===== src/rtl/spi_eeprom_responder.sv =====
// spi_eeprom_responder: SPI mode-0 EEPROM target that serves READ (0x03) and
// WRITE (0x02) commands with a 24-bit address against an external byte memory.
// SPI pins are oversampled on clk; nothing here is clocked by SCLK.
//
// Ports
//   clk, rst                 system clock, synchronous active-high reset
//   IN_sclk/IN_cs/IN_mosi    SPI pins from the initiator (CS active low)
//   OUT_miso/OUT_misoOE      target data and its output enable
//   OUT_memAddr              byte address for read/write strobes
//   OUT_memRead/IN_memData   read strobe; data valid the cycle after the strobe
//   OUT_memWrite/WData       write strobe and data
//   OUT_busy                 synchronized CS is low
//   OUT_cmdErr               pulse on an unsupported command byte
module spi_eeprom_responder #(
  parameter int unsigned MEM_AW = 16
) (
  input  logic              clk,
  input  logic              rst,
  input  logic              IN_sclk,
  input  logic              IN_cs,
  input  logic              IN_mosi,
  output logic              OUT_miso,
  output logic              OUT_misoOE,
  output logic [MEM_AW-1:0] OUT_memAddr,
  output logic              OUT_memRead,
  input  logic [7:0]        IN_memData,
  output logic              OUT_memWrite,
  output logic [7:0]        OUT_memWData,
  output logic              OUT_busy,
  output logic              OUT_cmdErr
);

  // Only the low MEM_AW address bits are kept; older bits fall off the top.
  localparam int unsigned ShW = (MEM_AW > 8) ? MEM_AW - 1 : 7;
  localparam logic [MEM_AW-1:0] AddrOne = {{(MEM_AW-1){1'b0}}, 1'b1};

  typedef enum logic [2:0] {StIdle, StCmd, StAddr, StRdData, StWrData, StIgnore} state_e;

  state_e r_state, w_state_next;

  logic r_sclk_m, r_sclk_s, r_sclk_p;
  logic r_cs_m, r_cs_s;
  logic r_mosi_m, r_mosi_s;

  logic [4:0]        r_bit_cnt;
  logic [ShW-1:0]    r_shift;
  logic [MEM_AW-1:0] r_addr;
  logic              r_is_read;
  logic [7:0]        r_buf;
  logic              r_buf_full;
  logic              r_rd_pend;
  logic [6:0]        r_tx;
  logic              r_miso, r_miso_oe, r_mem_rd, r_mem_wr, r_cmd_err;
  logic [7:0]        r_wdata;

  logic              w_rise, w_fall;
  logic [7:0]        w_byte;
  logic [MEM_AW-1:0] w_addr_word;
  logic              w_cmd_ok, w_cmd_done, w_addr_done, w_wr_done, w_busy;
  logic [7:0]        w_tx_byte;

  assign w_rise      = r_sclk_s & ~r_sclk_p;
  assign w_fall      = ~r_sclk_s & r_sclk_p;
  assign w_byte      = {r_shift[6:0], r_mosi_s};
  assign w_addr_word = {r_shift, r_mosi_s};
  // An empty prefetch buffer (never expected at legal SCLK rates) sends 0xFF.
  assign w_tx_byte   = r_buf_full ? r_buf : 8'hFF;

  // Pin synchronizers; CS idles high and SCLK low out of reset.
  always_ff @(posedge clk) begin
    if (rst) begin
      r_sclk_m <= 1'b0;
      r_sclk_s <= 1'b0;
      r_sclk_p <= 1'b0;
      r_cs_m   <= 1'b1;
      r_cs_s   <= 1'b1;
      r_mosi_m <= 1'b0;
      r_mosi_s <= 1'b0;
    end else begin
      r_sclk_m <= IN_sclk;
      r_sclk_s <= r_sclk_m;
      r_sclk_p <= r_sclk_s;
      r_cs_m   <= IN_cs;
      r_cs_s   <= r_cs_m;
      r_mosi_m <= IN_mosi;
      r_mosi_s <= r_mosi_m;
    end
  end

  // State register
  always_ff @(posedge clk) begin
    if (rst) r_state <= StIdle;
    else     r_state <= w_state_next;
  end

  // Next-state logic; CS high wins over every edge event.
  always_comb begin
    w_state_next = r_state;
    if (r_cs_s) begin
      w_state_next = StIdle;
    end else begin
      case (r_state)
        StIdle:  w_state_next = StCmd;
        StCmd:   if (w_cmd_done) w_state_next = w_cmd_ok ? StAddr : StIgnore;
        StAddr:  if (w_addr_done) w_state_next = r_is_read ? StRdData : StWrData;
        default: w_state_next = r_state;
      endcase
    end
  end

  // Output/event decode
  always_comb begin
    w_cmd_ok    = (w_byte == 8'h03) || (w_byte == 8'h02);
    w_cmd_done  = (r_state == StCmd) && w_rise && (r_bit_cnt == 5'd7);
    w_addr_done = (r_state == StAddr) && w_rise && (r_bit_cnt == 5'd23);
    w_wr_done   = (r_state == StWrData) && w_rise && (r_bit_cnt == 5'd7);
    w_busy      = ~r_cs_s;
  end

  // Datapath
  always_ff @(posedge clk) begin
    if (rst) begin
      r_bit_cnt  <= 5'd0;
      r_shift    <= '0;
      r_addr     <= '0;
      r_is_read  <= 1'b0;
      r_buf      <= 8'h00;
      r_buf_full <= 1'b0;
      r_rd_pend  <= 1'b0;
      r_tx       <= 7'h00;
      r_miso     <= 1'b0;
      r_miso_oe  <= 1'b0;
      r_mem_rd   <= 1'b0;
      r_mem_wr   <= 1'b0;
      r_cmd_err  <= 1'b0;
      r_wdata    <= 8'h00;
    end else begin
      r_mem_rd  <= 1'b0;
      r_mem_wr  <= 1'b0;
      r_cmd_err <= 1'b0;
      if (r_cs_s) begin
        r_bit_cnt  <= 5'd0;
        r_shift    <= '0;
        r_miso_oe  <= 1'b0;
        r_buf_full <= 1'b0;
        r_rd_pend  <= 1'b0;
      end else begin
        r_rd_pend <= r_mem_rd;
        case (r_state)
          StIdle: r_bit_cnt <= 5'd0;
          StCmd: begin
            if (w_rise) begin
              r_shift <= {r_shift[ShW-2:0], r_mosi_s};
              if (w_cmd_done) begin
                r_bit_cnt <= 5'd0;
                r_is_read <= (w_byte == 8'h03);
                r_cmd_err <= ~w_cmd_ok;
              end else begin
                r_bit_cnt <= r_bit_cnt + 5'd1;
              end
            end
          end
          StAddr: begin
            if (w_rise) begin
              r_shift <= {r_shift[ShW-2:0], r_mosi_s};
              if (w_addr_done) begin
                r_bit_cnt <= 5'd0;
                r_addr    <= w_addr_word;
                r_mem_rd  <= r_is_read;
              end else begin
                r_bit_cnt <= r_bit_cnt + 5'd1;
              end
            end
          end
          StRdData: begin
            // Read data arrives the cycle after the strobe cycle.
            if (r_rd_pend) begin
              r_buf      <= IN_memData;
              r_buf_full <= 1'b1;
              r_addr     <= r_addr + AddrOne;
            end
            if (w_fall) begin
              r_miso_oe <= 1'b1;
              r_bit_cnt <= (r_bit_cnt[2:0] == 3'd7) ? 5'd0 : r_bit_cnt + 5'd1;
              if (r_bit_cnt[2:0] == 3'd0) begin
                r_tx       <= w_tx_byte[6:0];
                r_miso     <= w_tx_byte[7];
                r_buf_full <= 1'b0;
                r_mem_rd   <= 1'b1;
              end else begin
                r_tx   <= {r_tx[5:0], 1'b0};
                r_miso <= r_tx[6];
              end
            end
          end
          StWrData: begin
            if (r_mem_wr) r_addr <= r_addr + AddrOne;
            if (w_rise) begin
              r_shift <= {r_shift[ShW-2:0], r_mosi_s};
              if (w_wr_done) begin
                r_bit_cnt <= 5'd0;
                r_mem_wr  <= 1'b1;
                r_wdata   <= w_byte;
              end else begin
                r_bit_cnt <= r_bit_cnt + 5'd1;
              end
            end
          end
          default: ;
        endcase
      end
    end
  end

  assign OUT_miso     = r_miso;
  assign OUT_misoOE   = r_miso_oe;
  assign OUT_memAddr  = r_addr;
  assign OUT_memRead  = r_mem_rd;
  assign OUT_memWrite = r_mem_wr;
  assign OUT_memWData = r_wdata;
  assign OUT_busy     = w_busy;
  assign OUT_cmdErr   = r_cmd_err;

endmodule

===== config.mk =====
export PLATFORM = sky130hd
export DESIGN_NAME = spi_eeprom_responder
export DESIGN_NICKNAME = d
export VERILOG_FILES = /design/src/rtl/spi_eeprom_responder.sv
export SDC_FILE = /design/constraint.sdc
export NUM_CORES = 1
export LEC_CHECK = 0
export BUFFER_PORTS_ARGS = -buffer_cell sky130_fd_sc_hd__clkbuf_2
export CAP_MARGIN = 20
export CORE_ASPECT_RATIO = 1.5
export CORE_MARGIN = 2
export CORE_UTILIZATION = 40
export CTS_BUF_LIST = sky130_fd_sc_hd__clkbuf_8
export DETAILED_ROUTE_END_ITERATION = 10
export SLEW_MARGIN = 30
export SYNTH_ARGS = -nofsm -noshare
export SYNTH_HDL_FRONTEND = slang
export SYNTH_SLANG_ARGS = --single-unit

===== constraint.sdc =====
create_clock -name clk -period 2.3 [get_ports clk]
set_input_delay 0.46 -clock clk [delete_from_list [all_inputs] [get_ports clk]]
set_output_delay 0.46 -clock clk [all_outputs]
set_load 0.005 [all_outputs]

# After elaboration in Yosys (flattened, before gate mapping)

Cells that the tools add are included.
Widths: inputs -> output; s select.

Memories: 0
Bits in writable memories: 0
Flip-flop bits (word level): 77
Input bits: 13
ROM bits: 0
Latch bits: 0
Logic and storage cells: 107

Multipliers: 0
$lt $le $gt $ge: 0
Multiplexer cells: 31
Equality and inequality tests: 17
$add $sub $neg: 2
Shift-type cells: 0
Div/mod/pow operators: 0
Bitwise operators: 10
Reduce and logical (&&, ||, !) cells: 25

Operators by type and width:

| kind                  | count |
|---|---|
| $mux 16               | 4 |
| $pmux 16 s3           | 1 |
| $mux 5                | 8 |
| $pmux 5 s5            | 1 |
| $add 16x1->16 const B | 1 |
| $eq 8x2->1 const B    | 2 |
| $ne 2x2->1 const B    | 8 |
| $mux 3                | 4 |
| $mux 1                | 9 |
| $pmux 3 s3            | 1 |
| $reduce_and 3->1      | 3 |
| $mux 8                | 1 |
| $not 1->1             | 8 |
| $reduce_and 4->1      | 2 |
| $mux 7                | 1 |
| $eq 3x2->1 const B    | 2 |
| $eq 3x3->1 const B    | 2 |
| $logic_and 1x1->1     | 6 |
| $logic_not 3->1       | 2 |
| $reduce_and 6->1      | 1 |
| $reduce_bool 3->1     | 2 |
| $add 5x1->5 const B   | 1 |
| $eq 5x3->1 const B    | 1 |
| $eq 5x5->1 const B    | 1 |
| other kinds (11)      | 13 |

# Longest topological paths before layout

Gate-level depths: netlist of run 1.

Depth after elaboration: 7
Depth in mapped cells: 7

# Worst setup path after synthesis of run 1

No wires, ideal clock.

Path type: reg-to-reg
Start: register r_bit_cnt[0]
End: register r_addr[7], in the netlist OUT_memAddr[7]
Cell stages (with the launch flop): 7
Arrival: 1590 ps
Required time: 2183 ps
Setup time: 117 ps
Period minus slack after synthesis: 1707 ps
Slack: 593 ps
Cell sequence: dfxtp_1 ha_1 nand3b_2 nor3_1 nor3_2 nor2_4 a32o_1

Word-level cells in the longest chain between the ends: 4

Ends and longest elaborated chain:

| what                       | RTL line | source |
|---|---|---|
| start, declared            | 45       | `logic [4:0] r_bit_cnt;` |
| start signal, assigned     | 159      | `r_bit_cnt <= r_bit_cnt + 5'd1;` |
| start signal, assigned     | 171      | `r_bit_cnt <= r_bit_cnt + 5'd1;` |
| start signal, assigned     | 184      | `r_bit_cnt <= (r_bit_cnt[2:0] == 3'd7) ? 5'd0 : r_bit_cnt + 5'd1;` |
| $eq 5x5->1                 | 115      | `w_addr_done = (r_state == StAddr) && w_rise && (r_bit_cnt == 5'd23);` |
| $logic_and 1x1->1          | 115      |  |
| $ne 2x2->1 (no line)       | --       |  |
| $reduce_and 6->1 (no line) | --       |  |
| end signal, assigned       | 168      | `r_addr <= w_addr_word;` |
| end signal, assigned       | 180      | `r_addr <= r_addr + AddrOne;` |
| end signal, assigned       | 197      | `if (r_mem_wr) r_addr <= r_addr + AddrOne;` |
| end, declared              | 47       | `logic [MEM_AW-1:0] r_addr;` |

No other way between the ends.
A chain may end at the register's enable or synchronous reset.

# Final worst setup path of run 1

Start: register r_bit_cnt[1]
End: register r_bit_cnt[3]

Word-level cells in the longest chain between the ends: 5

Ends and longest elaborated chain:

| what                                                                | RTL line | source |
|---|---|---|
| parallel branches: the longest is 4 deep, another holds $add 5x1->5 | --       |  |
| $pmux 5 s5 (*)                                                      | 149      | `case (r_state)` |

Mark *: on every way between the ends. The select of a mux whose other input is x is not followed.

==> flow_summary.json, run 1 <==
{
  "diodes": 0,
  "overflow": 0,
  "reg2reg_slack_ps": 280,
  "core_area_um2": 8881,
  "p_leak_nw": 1.573,
  "worstReg2RegStart": "r_bit_cnt[1]",
  "dieHeight_um": 121.5,
  "grt_start_max_net_pins": 34,
  "numCtsBuffers": 9,
  "critPathRequiredTime_ps": 2520,
  "cp_max_fo": 6,
  "syn_inst": 423,
  "cp.arrival_ps": 2240,
  "cts_resized": 0,
  "vdd_drop_max_uv": 401.7,
  "drtPass1Iterations": 4,
  "synth.avg_cell_area_um2": 8.702,
  "drtAntennaViolNets": 0,
  "post_cts_buffers": 0,
  "crit_chain": "ha_1 > nand3b_2 > buf_4 > o31ai_1 > o211ai_1 > nand3_1 > a31oi_1",
  "slowest_stage": "dfxtp_1",
  "final_util_pct": 47.84,
  "powerDensity_nw_per_um2": 596.1,
  "slew_viol_final": 0,
  "vias_per_cell": 5.715,
  "async_reset_ff_share_pct": 0,
  "whs_ps": 278.3,
  "synthMostInstantiatedCell": "dfxtp_1",
  "clkTransAtPathRegs_ps": 70,
  "track_usage_pct": 20.41,
  "yosys_warnings": 0,
  "synth_edf_count": 0,
  "syn2layout_area_growth_pct": 15.43,
  "fillers": 864,
  "yosys_register_bits": 77,
  "clock_latency_ps": 360,
  "placed_area_um2": 4033,
  "hpwl_um": 6812,
  "critPathTopFamily": "compound AO/OA/AOI/OAI gates",
  "dr_total_vias": 3326,
  "startpoint_type": "flop",
  "rr_endpoint": "r_bit_cnt[3]",
  "synth_area_leaders": "dfxtp_1, mux2i_1, a21oi_1, nand2_1, nor2_1",
  "rsz0062_at_grt": "false",
  "synth.distinct_cells": 63,
  "tightest_slew_ps": 841.1,
  "synth_ff_type": "dfxtp_1",
  "port_buffers": 42,
  "critPathLaunch": "r_bit_cnt[1]",
  "critPathMaxStageDelay_ps": 380,
  "status": "complete, no violations",
  "crit_path_end_kind": "flop",
  "die_x_um": 82.33,
  "ff2ff_path_depth": 7,
  "cp_num_cells": 7,
  "finalCriticalPeriod_ps": 2021,
  "syn-num-nets": 440,
  "tns_ps": 0,
  "hold_violations": 0,
  "cp-endpoint": "r_bit_cnt[3]",
  "cts_tree": "yes",
  "final.setup_skew_ps": 9.254,
  "clkSinkCount": 77,
  "path_buf_inv": 1,
  "antenna_found_initial": 0,
  "routedWlPerCell_um": 16.30,
  "io_pins": 43,
  "fp-row-count": 42,
  "pre_cts_ws_ps": 329.2,
  "fin_crit_sh_pct": 87.85,
  "htreeDepth": 3,
  "synth_top_area_cell": "dfxtp_1",
  "cts-root-buf": "clkbuf_8",
  "grt_pass1_vias": 3140,
  "path_class": "flop to flop",
  "yosysSeqAreaShare_pct": 41.88,
  "start_util_pct": 41.45,
  "worst_slack_ps": 279.3,
  "cts_buffer_depth": 2,
  "post-route-drc-count": 0,
  "dieArea_um2": 10000,
  "nets": 484,
  "wl_um": 9488,
  "relSlewSlack_pct": 43.87,
  "design_area_um2": 4249,
  "layout-drive-gt1-share_pct": 19.49,
  "dpl.cell_count": 566,
  "setup-violations-final": 0,
  "holdCritPathClass": "primary input to flop",
  "grt_first_pass_wirelength_um": 15720,
  "max_freq_ghz": 0.4949,
  "hold_buffers": 0,
  "first_iter_violations": 176,
  "ys_top_cells_by_count": "dfxtp_1, nand2_1, nor2_1, a21oi_1, nand3_1",
  "drv_cap": 0,
  "stdcell_count": 582,
  "power_mw": 2.533,
  "synth_top_area_share_pct": 41.88,
  "gp_congestion": 0.8669,
  "synthesis.area_um2": 3681
}
## flip-flops by register name, summed over array words and instances (netlist names), 3 cells and up
signal        count
OUT_memAddr      16
r_shift          15
OUT_memWData      8
r_buf             8
r_tx              7
r_bit_cnt         5
r_state           3
## cell families after synthesis
| kind of cell | after synthesis | share of synthesized area (%) |
|---|---|---|
| buffers and inverters | 35 | 4.282 |
| AO/OA/AOI/OAI | 109 | 20.73 |
| multiplexers | 24 | 6.526 |
| adder cells (fa/ha/maj) | 5 | 1.632 |
| AND/OR/NAND/NOR | 173 | 24.95 |
| flip-flops | 77 | 41.88 |
## final cells by class
| cell class | instances | area (um2) | area share [%] |
|---|---|---|---|
| clock buffer | 9 | 123.9 | 2.915 |
| clock inverter | 7 | 90.09 | 2.120 |
| sequential | 77 | 1541 | 36.28 |
| tap | 110 | 137.6 | 3.239 |
| timing repair buffer | 59 | 337.8 | 7.951 |
| multi-input combinational | 311 | 1984 | 46.70 |
| inverter | 9 | 33.78 | 0.7951 |
## power by group
| group | switching (mW) | internal (mW) | total, mW |
|---|---|---|---|
| clock network | 0.514 | 0.607 | 1.12 |
| registers | 0.00676 | 1.34 | 1.34 |
| logic | 0.0439 | 0.0244 | 0.0683 |
## layer usage
layer | part of all wire (%) | vias up | GRT usage, %
met2 | 51 | 91 | 34.27
met1 | 42 | 1579 | 24.31
met4 | 2.7 | 0 | 9.792
li1 | - | 1635 | -
met5 | 0 | - | 0
met3 | 4.0 | 21 | 3.869
## cells in the final DEF (no fill, tap or decap), types with 3 or more instances in the layout
cell type	synthesis	routed
o21ai_0	7	7
ha_1	4	4
o311ai_1	7	7
nand2b_1	4	4
nand3_1	26	26
nor4_1	4	4
inv_1	8	9
buf_4	2	17
o31a_1	4	4
nand2_1	42	42
mux2i_1	24	24
a21oi_1	33	33
o211ai_1	10	10
nand3b_1	9	9
a211oi_1	6	6
nor2b_1	9	8
and2_1	3	3
clkbuf_2	0	42
o22ai_1	4	4
nor2_1	38	38
nor3_1	7	7
and3b_1	3	3
and3_1	4	4
dfxtp_1	77	77
nand4_1	5	5
a31oi_1	10	10
clkbuf_8	0	9
o31ai_1	10	10
## worst min-delay path by stage
| stage | depth (start not counted) | endpoint | start |
|---|---|---|---|
| 6_report | 2 | r_cs_m | IN_cs |
| 5_1_grt | 2 | r_cs_m | IN_cs |
| 4_1_cts | 2 | r_cs_m | IN_cs |
| 3_5_place_dp | 1 | r_cs_s | r_cs_m |
| 3_3_place_gp | 1 | r_cs_s | r_cs_m |
| 2_1_floorplan | 1 | r_cs_s | r_cs_m |
Note: power is estimated with default switching activity, not from simulation.
==> inputs of run 2 (changes only) <==
Settings changed: PLACE_DENSITY from default to 0.57.
==> flow_summary.json, run 2 (synthesis results as in run 1) <==
{
  "clkTransAtPathRegs_ps": 70,
  "layout-drive-gt1-share_pct": 18.59,
  "crit_path_end_kind": "flop",
  "port_buffers": 42,
  "power_mw": 2.635,
  "clock_latency_ps": 360,
  "grt_first_pass_wirelength_um": 15160,
  "drtAntennaViolNets": 0,
  "diodes": 0,
  "holdCritPathClass": "primary input to flop",
  "hold_buffers": 0,
  "rsz0062_at_grt": "false",
  "dieHeight_um": 121.5,
  "startpoint_type": "flop",
  "final_common_cell": "dfxtp_1",
  "fin_crit_sh_pct": 86.72,
  "hpwl_um": 6814,
  "final_cell_mix": "dfxtp_1, nand2_1, clkbuf_2",
  "die_x_um": 82.33,
  "dieArea_um2": 10000,
  "placed_area_um2": 4003,
  "cts-root-buf": "clkbuf_8",
  "syn2layout_area_growth_pct": 15.23,
  "cts_tree": "yes",
  "vias_per_cell": 5.612,
  "antenna_found_initial": 0,
  "drtPass1Iterations": 5,
  "cts_resized": 0,
  "relSlewSlack_pct": 34.90,
  "io_pins": 43,
  "fp-row-count": 42,
  "first_iter_violations": 137,
  "largest_reg_flops": 16,
  "powerDensity_nw_per_um2": 621.2,
  "wl_um": 9284,
  "max_freq_ghz": 0.5013,
  "cp.arrival_ps": 2260,
  "path_class": "flop to flop",
  "clkSinkCount": 77,
  "tightest_slew_ps": 974.5,
  "overflow": 0,
  "cp_max_fo": 13,
  "grt_pass1_vias": 3146,
  "routedWlPerCell_um": 16.06,
  "post-route-drc-count": 0,
  "tns_ps": 0,
  "setup-violations-final": 0,
  "design_area_um2": 4242,
  "final.setup_skew_ps": 11.97,
  "numCtsBuffers": 9,
  "dr_total_vias": 3244,
  "vdd_drop_max_uv": 373.1,
  "start_util_pct": 41.45,
  "finalCriticalPeriod_ps": 1995,
  "post_cts_buffers": 0,
  "htreeDepth": 3,
  "p_leak_nw": 1.563,
  "critPathRequiredTime_ps": 2560,
  "core_area_um2": 8881,
  "nets": 480,
  "track_usage_pct": 19.85,
  "slew_viol_final": 0,
  "hold_violations": 0,
  "drv_cap": 0,
  "cts_buffer_depth": 2,
  "status": "complete, no violations",
  "gp_congestion": 0.8567,
  "grt_start_max_net_pins": 37
}
run 2: worst max-delay path: stages (launching register included):
cell      delay, ps
dfxtp_1         520
nor3b_2         350
nand2_2         120
a211oi_4        490
nand2_4         150
o32ai_1         270
run 2: final timing paths:
| kind | cells past startpoint | from | slack (ps) | end |
|---|---|---|---|---|
| setup / recovery | 5 | r_state[2] | 310 | OUT_memAddr[15] |
| hold reg to reg | 1 | r_cs_m | 420 | r_cs_s |
| hold / removal | 2 | IN_cs | 290 | r_cs_m |
| setup reg to reg | 5 | r_state[2] | 310 | OUT_memAddr[15] |
run 2: layer usage:
metal	vias to the layer above	global-route usage, %	wire length (um)	part of all wire, %
li1	1628	-	-	-
met1	1493	22.40	3745	40
met2	100	33.42	4805	52
met3	23	3.051	410	4.4
met4	0	13.13	322	3.5
met5	-	0	0	0
run 2: power breakdown:
part / internal [mW] / leakage (nW) / switching (mW) / total, mW
Sequential: 1.34 / 0.621 / 0.00714 / 1.34
Combinational: 0.0227 / 0.821 / 0.0426 / 0.0653
Clock: 0.717 / 0.121 / 0.508 / 1.22
Total: 2.08 / 1.56 / 0.558 / 2.63
run 2: stage by stage:
stage | std cells | hold slack [ps] | utilization [%] | setup WS [ps]
after floorplan | 423 | 389.5 | - | 592.6
after global placement | 562 | 391.7 | 45.07 | 366.7
after detailed placement | 562 | 410.4 | 45.07 | 312.3
after CTS | 578 | 267.7 | 47.76 | 309.2
after global routing | 578 | 292.6 | 47.76 | 118.3
final | 578 | 288.9 | 47.76 | 305.3
run 2: area by class of cell:
type / instances / area, um2
Clock inverter: 7 / 115.1
Tap cell: 110 / 137.6
Fill cell: 869 / 4639
Multi-Input combinational cell: 311 / 1982
Clock buffer: 9 / 123.9
Sequential cell: 77 / 1541
Timing Repair Buffer: 55 / 307.8
Inverter: 9 / 33.78
==> inputs of run 3 (changes only) <==
Settings changed: GPL_TIMING_DRIVEN from default to 0, MAX_ROUTING_LAYER from default to met4, PLACE_DENSITY 0.57 to default.
==> flow_summary.json, run 3 (synthesis results as in run 1) <==
{
  "numCtsBuffers": 9,
  "path_class": "flop to flop",
  "holdCritPathClass": "primary input to flop",
  "cts_buffer_depth": 2,
  "port_buffers": 41,
  "gp_congestion": 0.9090,
  "die_x_um": 82.33,
  "drv_cap": 0,
  "tns_ps": 0,
  "io_pins": 43,
  "grt_pass1_vias": 3365,
  "min-delay-start": "IN_cs",
  "diodes": 0,
  "p_leak_nw": 1.544,
  "dieArea_um2": 10000,
  "rr_endpoint": "OUT_memAddr[7]",
  "layout-drive-gt1-share_pct": 17.71,
  "slowest_stage": "nor3_2",
  "hold_violations": 0,
  "fin_crit_sh_pct": 90.93,
  "worstReg2RegStart": "r_bit_cnt[0]",
  "design_area_um2": 4224,
  "antenna_found_initial": 0,
  "reg2reg_slack_ps": 210,
  "ff2ff_path_depth": 6,
  "hold_buffers": 0,
  "dpl.cell_count": 574,
  "fillers": 887,
  "tightest_slew_ps": 784.8,
  "finalCriticalPeriod_ps": 2091,
  "cp.arrival_ps": 2350,
  "rsz0062_at_grt": "false",
  "critPathRequiredTime_ps": 2560,
  "cts_tree": "yes",
  "drtPass1Iterations": 7,
  "powerDensity_nw_per_um2": 581.3,
  "final_util_pct": 47.56,
  "max_freq_ghz": 0.4781,
  "fp-row-count": 42,
  "path_buf_inv": 0,
  "relSlewSlack_pct": 47.39,
  "largest_reg_flops": 16,
  "vias_per_cell": 5.707,
  "status": "complete, no violations",
  "post_cts_buffers": 0,
  "setup-violations-final": 0,
  "drtAntennaViolNets": 0,
  "critPathTopFamily": "simple AND/OR/NAND/NOR gates",
  "grt_first_pass_wirelength_um": 16120,
  "nets": 492,
  "vdd_drop_max_uv": 356.6,
  "crit_chain": "ha_1 > nand3b_2 > nor3_1 > nor3_2 > nor2_4 > a32o_1",
  "clkTransAtPathRegs_ps": 90,
  "slew_viol_final": 0,
  "dr_total_vias": 3367,
  "final.setup_skew_ps": 15.59,
  "grt_start_max_net_pins": 14,
  "first_iter_violations": 211,
  "start_util_pct": 41.45,
  "final_cell_mix": "dfxtp_1, nand2_1, clkbuf_2",
  "startpoint_type": "flop",
  "crit_path_end_kind": "flop",
  "htreeDepth": 3,
  "cts_resized": 0,
  "worstHoldPathCells": 2,
  "routedWlPerCell_um": 16.25,
  "core_area_um2": 8881,
  "clock_latency_ps": 360,
  "cp_max_fo": 9,
  "dieHeight_um": 121.5,
  "cts-root-buf": "clkbuf_8",
  "critPathMaxStageDelay_ps": 650,
  "syn2layout_area_growth_pct": 14.75,
  "stdcell_count": 590,
  "track_usage_pct": 21.67,
  "wl_um": 9589,
  "placed_area_um2": 4024,
  "hold_path_end": "r_cs_m",
  "hpwl_um": 7128,
  "overflow": 0,
  "post-route-drc-count": 0,
  "clkSinkCount": 77,
  "final_common_cell": "dfxtp_1",
  "whs_ps": 288.7
}
==> run 3: cell types whose count changed in the layout (fill, tap and decap cells not counted), sizes merged <==
cell,change
inv,+1
buf,-1
clkinv,-1
clkbuf,+14
bufinv,-2
clkinvlp,+1
==> run 3: power by group <==
group	leakage, nW	internal [mW]	total (mW)	switching, mW
combinational	0.823	0.0231	0.0716	0.0484
sequential	0.621	1.34	1.34	0.00296
clock	0.100	0.529	1.04	0.514
==> run 3: per-layer routing <==
layer / part of all wire, % / wire, um / GRT usage [%]
met5: 0 / 0 / -
met4: 4.5 / 428 / 14.58
met3: 4.8 / 463 / 3.348
met2: 51 / 4850 / 34.63
met1: 40 / 3847 / 24.35
==> run 3: layout make-up <==
type	instances	area (um2)	share of cell area (%)
Timing Repair Buffer	41	205.2	4.858
Sequential cell	77	1541	36.49
Buffer	26	123.9	2.932
Inverter	9	33.78	0.7998
Clock inverter	6	62.56	1.481
Clock buffer	10	137.6	3.258
Tap cell	110	137.6	3.258
Multi-Input combinational cell	311	1982	46.92
==> run 3: per-stage QoR <==
| stage | worst slack [ps] | power (mW) |
|---|---|---|
| global placement | 227.8 | 1.443 |
| floorplan | 592.6 | 1.417 |
| detailed placement | 219.5 | 1.444 |
| global route | 94.98 | 2.560 |
| CTS | 226.4 | 2.492 |
| finish | 208.5 | 2.455 |
==> run 3: how the worst max path moves through the flow <==
stage / start / end / slack [ps] / cells after the start
final: r_bit_cnt[0] / OUT_memAddr[7] / 210 / 6
after detailed placement: r_bit_cnt[0] / OUT_memAddr[7] / 220 / 6
after global routing: r_bit_cnt[0] / OUT_memAddr[7] / 90 / 6
after global placement: r_bit_cnt[0] / OUT_memAddr[7] / 230 / 6
after CTS: r_bit_cnt[0] / OUT_memAddr[7] / 230 / 6
after floorplan: r_bit_cnt[0] / OUT_memAddr[7] / 590 / 6
